`src/rtl/bcd_disp_pkg.sv`:
```
// Shared definitions for the BCD 7-segment display path.
// Contents: segment encodings ({g,f,e,d,c,b,a}, active-high), digit count,
// nibble field positions within the packed 3-digit BCD word, the digit-scan
// state type, and a helper that flags non-decimal nibbles.
package bcd_disp_pkg;

  localparam int unsigned NUM_DIGITS = 3;
  localparam int unsigned NIB_W      = 4;
  localparam int unsigned UNITS_LSB  = 0;
  localparam int unsigned TENS_LSB   = 4;
  localparam int unsigned HUNDS_LSB  = 8;

  localparam logic [6:0] SEG_0    = 7'h3F;
  localparam logic [6:0] SEG_1    = 7'h06;
  localparam logic [6:0] SEG_2    = 7'h5B;
  localparam logic [6:0] SEG_3    = 7'h4F;
  localparam logic [6:0] SEG_4    = 7'h66;
  localparam logic [6:0] SEG_5    = 7'h6D;
  localparam logic [6:0] SEG_6    = 7'h7D;
  localparam logic [6:0] SEG_7    = 7'h07;
  localparam logic [6:0] SEG_8    = 7'h7F;
  localparam logic [6:0] SEG_9    = 7'h6F;
  localparam logic [6:0] SEG_DASH = 7'h40;
  localparam logic [6:0] SEG_OFF  = 7'h00;

  typedef enum logic [1:0] {
    DIG_UNITS = 2'd0,
    DIG_TENS  = 2'd1,
    DIG_HUNDS = 2'd2
  } digit_e;

  function automatic logic nib_invalid(input logic [3:0] nib);
    return (nib > 4'd9);
  endfunction

endpackage

```
`src/rtl/bcd_7seg_scan_if.sv`:
```
// Display bus between the BCD producer side and the scanned 7-segment driver.
// master: drives bcd_in/load/blank_lz, observes the display outputs.
// slave : the scan driver; receives the BCD word, drives seg/an/frame_done/bcd_err.
interface bcd_7seg_scan_if;
  import bcd_disp_pkg::*;

  logic [NUM_DIGITS*NIB_W-1:0] bcd_in;
  logic                        load;
  logic                        blank_lz;
  logic [6:0]                  seg;
  logic [NUM_DIGITS-1:0]       an;
  logic                        frame_done;
  logic                        bcd_err;

  modport master (
    output bcd_in, load, blank_lz,
    input  seg, an, frame_done, bcd_err
  );

  modport slave (
    input  bcd_in, load, blank_lz,
    output seg, an, frame_done, bcd_err
  );

endinterface

```
`src/rtl/bcd_to_7seg.sv`:
```
// Combinational BCD nibble to 7-segment decoder.
// i_nibble : 4-bit BCD digit
// o_seg    : segments {g,f,e,d,c,b,a}, active-high; 10..15 show a dash
module bcd_to_7seg (
  input  logic [3:0] i_nibble,
  output logic [6:0] o_seg
);
  import bcd_disp_pkg::*;

  always_comb begin
    o_seg = SEG_DASH;
    case (i_nibble)
      4'd0:    o_seg = SEG_0;
      4'd1:    o_seg = SEG_1;
      4'd2:    o_seg = SEG_2;
      4'd3:    o_seg = SEG_3;
      4'd4:    o_seg = SEG_4;
      4'd5:    o_seg = SEG_5;
      4'd6:    o_seg = SEG_6;
      4'd7:    o_seg = SEG_7;
      4'd8:    o_seg = SEG_8;
      4'd9:    o_seg = SEG_9;
      default: o_seg = SEG_DASH;
    endcase
  end

endmodule

```
`src/rtl/bcd_7seg_scan.sv`:
```
// Time-multiplexed 3-digit 7-segment driver for a packed BCD value.
// Ports:
//   clk  - system clock, rising edge
//   rst  - synchronous active-high reset
//   bus  - slave modport: bcd_in[11:0], load, blank_lz in;
//          seg[6:0], an[2:0] (bit0 = units), frame_done, bcd_err out (all registered)
// Loads land in a pending buffer that is copied to the displayed value only
// at the hundreds->units wrap, so a frame never mixes old and new digits.
module bcd_7seg_scan #(
  parameter int unsigned SCAN_DIV   = 1000,
  parameter int unsigned NUM_DIGITS = 3
) (
  input  logic                  clk,
  input  logic                  rst,
  bcd_7seg_scan_if.slave        bus
);
  import bcd_disp_pkg::*;

  localparam int unsigned    CNT_W      = (SCAN_DIV > 1) ? $clog2(SCAN_DIV) : 1;
  localparam logic [CNT_W-1:0] CNT_LAST = CNT_W'(SCAN_DIV - 1);
  localparam digit_e         LAST_DIGIT = digit_e'(NUM_DIGITS - 1);

  logic [CNT_W-1:0] r_div_cnt;
  digit_e           r_digit;
  digit_e           w_digit_nxt;
  logic [11:0]      r_disp;
  logic [11:0]      r_pending;
  logic             r_pending_valid;
  logic [6:0]       r_seg;
  logic [2:0]       r_an;
  logic             r_frame_done;
  logic             r_bcd_err;

  logic             w_div_wrap;
  logic             w_frame_wrap;
  logic [3:0]       w_nib;
  logic [2:0]       w_an;
  logic             w_blank;
  logic [6:0]       w_dec_seg;
  logic             w_err;
  logic             w_hund_zero;
  logic             w_tens_zero;

  assign w_div_wrap   = (r_div_cnt == CNT_LAST);
  assign w_frame_wrap = w_div_wrap && (r_digit == LAST_DIGIT);

  // Digit scan state
  always_ff @(posedge clk) begin
    if (rst) r_digit <= DIG_UNITS;
    else     r_digit <= w_digit_nxt;
  end

  always_comb begin
    w_digit_nxt = r_digit;
    if (w_div_wrap) begin
      case (r_digit)
        DIG_UNITS: w_digit_nxt = DIG_TENS;
        DIG_TENS:  w_digit_nxt = DIG_HUNDS;
        default:   w_digit_nxt = DIG_UNITS;
      endcase
    end
  end

  // Digit select and blanking; a non-decimal nibble never counts as zero.
  assign w_hund_zero = (r_disp[HUNDS_LSB +: NIB_W] == 4'd0);
  assign w_tens_zero = (r_disp[TENS_LSB  +: NIB_W] == 4'd0);

  always_comb begin
    w_nib   = r_disp[UNITS_LSB +: NIB_W];
    w_an    = 3'b001;
    w_blank = 1'b0;
    case (r_digit)
      DIG_TENS: begin
        w_nib   = r_disp[TENS_LSB +: NIB_W];
        w_an    = 3'b010;
        w_blank = bus.blank_lz && w_hund_zero && w_tens_zero;
      end
      DIG_HUNDS: begin
        w_nib   = r_disp[HUNDS_LSB +: NIB_W];
        w_an    = 3'b100;
        w_blank = bus.blank_lz && w_hund_zero;
      end
      default: ;
    endcase
  end

  assign w_err = nib_invalid(r_disp[HUNDS_LSB +: NIB_W]) |
                 nib_invalid(r_disp[TENS_LSB  +: NIB_W]) |
                 nib_invalid(r_disp[UNITS_LSB +: NIB_W]);

  bcd_to_7seg u_dec (
    .i_nibble (w_nib),
    .o_seg    (w_dec_seg)
  );

  always_ff @(posedge clk) begin
    if (rst) begin
      r_div_cnt       <= '0;
      r_disp          <= '0;
      r_pending       <= '0;
      r_pending_valid <= 1'b0;
      r_seg           <= '0;
      r_an            <= '0;
      r_frame_done    <= 1'b0;
      r_bcd_err       <= 1'b0;
    end else begin
      r_div_cnt <= w_div_wrap ? '0 : r_div_cnt + 1'b1;
      if (bus.load)
        r_pending <= bus.bcd_in;
      // Swap reads the pre-edge pending word; a coincident load refills it.
      if (w_frame_wrap && r_pending_valid)
        r_disp <= r_pending;
      if (bus.load)
        r_pending_valid <= 1'b1;
      else if (w_frame_wrap)
        r_pending_valid <= 1'b0;
      r_frame_done <= w_frame_wrap;
      r_an         <= w_an;
      r_seg        <= w_blank ? SEG_OFF : w_dec_seg;
      r_bcd_err    <= w_err;
    end
  end

  assign bus.seg        = r_seg;
  assign bus.an         = r_an;
  assign bus.frame_done = r_frame_done;
  assign bus.bcd_err    = r_bcd_err;

endmodule

```
`src/flat_wrapper.sv`:
```
// flat-port wrapper written by rule: the top's interface ports become plain ports
module bcd_7seg_scan_flat import bcd_disp_pkg::*;
#(
  parameter int unsigned SCAN_DIV   = 1000,
  parameter int unsigned NUM_DIGITS = 3
)
  (clk, rst, bus_bcd_in, bus_load, bus_blank_lz, bus_seg, bus_an, bus_frame_done, bus_bcd_err);
  bcd_7seg_scan_if bus_i ();
  input  logic clk;
  input  logic rst;
  input wire logic [$bits(bus_i.bcd_in)-1:0] bus_bcd_in;
  input wire logic [$bits(bus_i.load)-1:0] bus_load;
  input wire logic [$bits(bus_i.blank_lz)-1:0] bus_blank_lz;
  output wire logic [$bits(bus_i.seg)-1:0] bus_seg;
  output wire logic [$bits(bus_i.an)-1:0] bus_an;
  output wire logic [$bits(bus_i.frame_done)-1:0] bus_frame_done;
  output wire logic [$bits(bus_i.bcd_err)-1:0] bus_bcd_err;
  assign bus_i.bcd_in = bus_bcd_in;
  assign bus_i.load = bus_load;
  assign bus_i.blank_lz = bus_blank_lz;
  assign bus_seg = bus_i.seg;
  assign bus_an = bus_i.an;
  assign bus_frame_done = bus_i.frame_done;
  assign bus_bcd_err = bus_i.bcd_err;
  bcd_7seg_scan #(.SCAN_DIV(SCAN_DIV), .NUM_DIGITS(NUM_DIGITS)) u_core (.clk(clk), .rst(rst), .bus(bus_i));
endmodule
```
`config.mk`:
```
export PLATFORM = sky130hd
export DESIGN_NAME = bcd_7seg_scan_flat
export DESIGN_NICKNAME = d
export VERILOG_FILES = /design/src/rtl/bcd_disp_pkg.sv /design/src/rtl/bcd_7seg_scan_if.sv /design/src/rtl/bcd_to_7seg.sv /design/src/rtl/bcd_7seg_scan.sv /design/src/flat_wrapper.sv
export SDC_FILE = /design/constraint.sdc
export NUM_CORES = 1
export LEC_CHECK = 0
export CAP_MARGIN = 25
export CORE_MARGIN = 2
export CORE_UTILIZATION = 54
export CTS_BUF_LIST = sky130_fd_sc_hd__clkbuf_4
export DETAILED_ROUTE_END_ITERATION = 8
export PLACE_DENSITY = 0.86
export SETUP_SLACK_MARGIN = 0.1
export SLEW_MARGIN = 15
export SYNTH_ARGS = -nofsm -noshare
export SYNTH_HDL_FRONTEND = slang
export SYNTH_HIERARCHICAL = 1
export SYNTH_SLANG_ARGS = --single-unit
```
`constraint.sdc`:
```
create_clock -name clk -period 7 [get_ports clk]
set_input_delay 0.7 -clock clk [delete_from_list [all_inputs] [get_ports clk]]
set_output_delay 0.7 -clock clk [all_outputs]
set_load 0.005 [all_outputs]
```
== Word level (Yosys, flattened, before mapping) ==
Memories as Yosys holds them, arrays and structs flattened. A register that Yosys moved wholly into a read port is not among the register bits.
Cells that the tools add are included.

* Flip-flop bits (word level): 42
* Bits in read-only memories: 112
* Logic and storage cells: 34
* Memories: 1

* Add/subtract/negate cells: 1
* $lt $le $gt $ge: 3
* Eq/ne operators: 3
* Mux-type cells: 6
* Bitwise gates (word level): 2
* Reductions and logical operators: 10

{| class="wikitable"
|+ Memories
! name !! words !! bits a word !! read ports !! clocked after Yosys merged registers in !! wr ports !! line !! source
|-
| (no name shown) || 16 || 7 || 1 || 1 || 0 || bcd_to_7seg.sv:12 || <nowiki>case (i_nibble)</nowiki>
|}

{| class="wikitable"
|+ Operator list
! kind !! number
|-
| $gt 4x4->1 const B || 3
|-
| $add 10x1->10 const B || 1
|-
| $eq 10x10->1 const B || 1
|-
| $logic_not 4->1 || 2
|-
| $pmux 4 s2 || 1
|-
| $pmux 3 s2 || 1
|-
| $logic_and 1x1->1 || 4
|-
| $pmux 2 s2 || 1
|-
| $reduce_or 2->1 || 2
|-
| $eq 2x1->1 const B || 1
|-
| $eq 2x2->1 const B || 1
|-
| $logic_not 2->1 || 1
|-
| $mux 1 || 2
|-
| $or 1x1->1 || 2
|-
| $pmux 1 s2 || 1
|-
| $reduce_bool 2->1 || 1
|}

== Depth between registers and ports, before layout ==
* Word-level depth: 5
* Mapped depth: 10

== By module ==
The synthesis kept the hierarchy.

{| class="wikitable"
|+ Modules (own cells, without submodules)
! module !! instances !! cells an instance !! area each (um2) !! sequential area each (um2)
|-
| bcd_7seg_scan || 1 || 209 || 1948.1 || 980.9
|-
| bcd_to_7seg || 1 || 29 || 225.2 || 0.0
|}

== Least setup slack after synthesis ==
Ideal clock, no wire load.

* Path type: reg2reg
* From: register u_core.r_digit[0]
* To: register u_core.r_seg[5], in the netlist u_core/bus.seg[5]
* Library setup time: 0.153 ns
* Arrival time: 2.078 ns
* Setup slack: 4.769 ns
* Stages on the path, launching flop included: 11
* Buffers on the path: 1
* Period minus slack after synthesis: 2.231 ns
* Path through: dfxtp_1 -> inv_1 -> ha_1 -> buf_2 -> nor2_1 -> a21oi_1 -> inv_1 -> ha_1 -> and2b_1 -> o31a_1 -> nor3b_1

{| class="wikitable"
|+ RTL lines
! what !! line !! source
|-
| start: declaration || bcd_7seg_scan.sv:24 || <nowiki>digit_e r_digit;</nowiki>
|-
| start signal: assignment || bcd_7seg_scan.sv:50 || <nowiki>else r_digit <= w_digit_nxt;</nowiki>
|-
| $eq 2x2->1 or $eq 2x1->1 (tied branches) || bcd_7seg_scan.sv:72 || <nowiki>case (r_digit)</nowiki>
|-
| $pmux 4 s2 * || bcd_7seg_scan.sv:72 ||
|-
| net u_core.w_nib[1] || bcd_7seg_scan.sv:36 || <nowiki>logic [3:0] w_nib;</nowiki>
|-
| end: declaration || bcd_7seg_scan.sv:29 || <nowiki>logic [6:0] r_seg;</nowiki>
|}

The timed path passes the listed nets; every way through them passes the cells marked *.
A chain may end at the register's enable or synchronous reset.

== Worst setup path after layout ==
* From: register u_core.r_digit[0]
* To: register u_core.r_seg[0], in the netlist u_core/bus.seg[0]

The elaborated chain is that of the path after synthesis.

==> results by group <==
Cells and area
  • Share of cells above drive strength 1: 6.489%
  • Filler Cells Inserted: 346
  • Most frequent cells in the layout: dfxtp_1, nand2_1, clkdlybuf4s50_1
  • Most common cell after layout, fill and taps aside: dfxtp_1
  • Layout area overhead: 15.31%
  • Nets: 289
  • Antenna diode count: 0

STA
  • Final Hold Vio Count: 0
  • Worst-Margin Slew: 0.7780 ns
  • Setup-failing EPs final: 0
  • Tmin final: 2.593 ns
  • Fmax: 385.6 MHz
  • TNS Setup: 0 ns
  • Slew HR: 47.97%
  • Final Max Slew Viols: 0
  • Worst Skew: 0.009038 ns
  • Hold_ws: 0.4667 ns
  • RSZ-0062 raised after global routing: false
  • Fin crit share: 37.05%

Floorplan
  • Starting Density: 55.13%
  • Die width: 67.44 µm
  • Core area: 3943 µm²
  • Die Y-Extent: 67.44 µm
  • Die area: 4548 µm²
  • Num ports: 28
  • Row count: 23

Critical path
  • Crit path largest cell delay: 0.49 ns
  • Slowest CP cell: a21oi_1
  • CP Max Fanout: 10
  • R2R depth: 9
  • CP Class: reg -> reg
  • CP endpoint kind: flip-flop
  • Crit start category: flip-flop
  • CP cell instances: inv_1 -> ha_1 -> nor2_1 -> a21oi_1 -> inv_1 -> ha_1 -> mux2_4 -> o22ai_1 -> nor3b_1
  • R2r setup slk: 4.41 ns
  • Req. time, crit path: 7.28 ns
  • CP Data Arrival Time: 2.88 ns

Place
  • DP HPWL: 2641 µm
  • PortBufs: 27
  • GP Congestion: 0.7492

Detailed routing
  • DR pass1 iterations: 4
  • Routed vias/inst: 5.349
  • 1st-iter DRT viols: 51
  • Wirelength, routed: 3761 µm
  • Wire per inst: 12.05 µm
  • Antenna Nets Post-Route: 0
  • DR DRC count: 0
  • Overall via count from detail_route: 1669

GRT
  • Initial antenna violation count: 0
  • Aggregate global routing overflow: 0
  • Global-route wire length before repair: 6665 µm
  • Number of global-route vias before repair: 1588
  • Total track usage: 19.15%
  • Largest net degree at the start of global routing: 50

Pwr
  • Leak: 0.9395 nW
  • P per Cell Area: 182.7 nW/µm²
  • Max IR drop VDD: 0.0001114 V

Synthesis
  • Mapped Area: 2173 µm²
  • Post-synth EDFFs: 0
  • Fraction of registers with async set/reset: 0%
  • Number of synthesis warnings: 6
  • Cell variety after synth: 35
  • Post-synthesis sequential area ratio: 45.14%
  • Top FF cell, synth: dfxtp_1
  • Syn Nets: 266
  • Yosys reg bits: 49
  • Synth Area per Inst: 9.132 µm²
  • Cells after synthesis: 238

Clock tree
  • CTS Sinks: 49
  • Htree depth: 2
  • Cts bufs inserted: 5
  • Root buffer cell: clkbuf_4
  • Post_cts resized: 0
  • Clock Latency Late Sink: 0.36 ns
  • CTS clk-pin slew, worst paths: 0.13 ns
  • Setup repair bufs after CTS: 0
  • Hold buffer count at cts: 0
  • CTS Buffer Depth: 2
  • CTS tree: yes

Min path
  • Hold/Removal Path Class: reg -> reg
  • Hold Path Depth: 2

Run status
  • Status: completed

Run
  • Max Cap Violations: 0
-- area by class of cell --
cell class | instances | area, µm² | area share, %
clock inverters | 1 | 7.507 | 0.2996
flip-flops and latches | 49 | 980.9 | 39.14
clock buffers | 7 | 52.55 | 2.097
well taps | 50 | 62.56 | 2.496
multi-input cells | 166 | 1079 | 43.04
repair buffers | 30 | 290.3 | 11.58
inverters | 9 | 33.78 | 1.348
-- metrics by stage --
step,cell area (µm²),instances,utilization [%],total power (W),worst slack (ns)
5_1_grt,2506,312,63.57,0.0004755,4.081
3_5_place_dp,2439,303,61.85,0.0003324,4.514
4_1_cts,2499,311,63.38,0.0004629,4.401
3_3_place_gp,2434,302,61.73,0.0003312,4.575
6_report,2506,312,63.57,0.0004579,4.407
2_1_floorplan,2173,238,-,0.0003160,4.769
-- power breakdown --
part / internal [W] / leakage, nW / switching [W] / total (W)
clock network: 0.0000475 / 0.0324 / 0.0000846 / 0.000132
logic: 0.0000191 / 0.506 / 0.0000130 / 0.0000321
registers: 0.000288 / 0.401 / 0.00000559 / 0.000294
-- sequential cells by signal, summed over array words and instances, names as in the netlist --
signal                  count
u_core/bus.frame_done       1
u_core/r_digit              2
u_core/bus.bcd_err          1
u_core/r_pending           12
u_core/r_disp              12
u_core/r_pending_valid      1
u_core/r_div_cnt           10
u_core/bus.an               3
u_core/bus.seg              7
-- path summary, 6_finish.rpt --
| path | end | startpoint |
|---|---|---|
| min | u_core/r_disp[4] | u_core/r_pending[4] |
| max reg2reg | u_core/bus.seg[0] | u_core/r_digit[0] |
| min reg2reg | u_core/r_disp[4] | u_core/r_pending[4] |
| max | u_core/bus.seg[0] | u_core/r_digit[0] |
-- cells in the mapped netlist, types with 2 or more instances --
| cell type | number | area share (%) |
|---|---|---|
| dfxtp_1 | 49 | 45 |
| nand2_1 | 29 | 5.0 |
| nor2_1 | 26 | 4.5 |
| a21oi_1 | 19 | 4.4 |
| mux2i_1 | 14 | 6.4 |
| ha_1 | 12 | 6.9 |
| inv_1 | 9 | 1.6 |
| nor3b_1 | 8 | 2.8 |
| clkbuf_1 | 7 | 1.2 |
| nand3_1 | 7 | 1.6 |
| nor3_1 | 6 | 1.4 |
| a22oi_1 | 5 | 1.7 |
| o21ai_0 | 5 | 1.2 |
| buf_2 | 4 | 0.92 |
| nor4_1 | 4 | 1.2 |
| xnor2_1 | 4 | 1.6 |
| buf_6 | 3 | 1.6 |
| nor2b_1 | 3 | 0.86 |
| o22ai_1 | 3 | 0.86 |
| a21o_1 | 2 | 0.69 |
| a31oi_1 | 2 | 0.58 |
| nand2b_1 | 2 | 0.58 |
| or2_1 | 2 | 0.58 |
| xor2_1 | 2 | 0.81 |
-- worst max-delay path, delay by kind of cell (launching register included) --
kind	cells	cell delay, ns
buf+inv	2	0.29
flops	1	0.42
simple gates	2	0.25
compound gates	2	0.62
mux	1	0.27
fa+ha+maj	2	0.67
-- layer usage --
layer	routed length [µm]	vias up	track usage, %	share of wire, %
met5	0	-	0	0
met4	30	0	6.888	0.80
met3	120	4	4.500	3.2
met2	1931	26	34.53	51
met1	1679	783	21.98	45
li1	-	856	-	-
-- cells by family after synthesis --
kind of cell,synth area share [%]
AND/OR/NAND/NOR,22.97
flip-flops,45.14
AO/OA/AOI/OAI,10.19
buffers and inverters,5.239
multiplexers,7.138
adder cells (fa/ha/maj),6.908
XOR/XNOR,2.418
(Power assumes the default switching activity.)
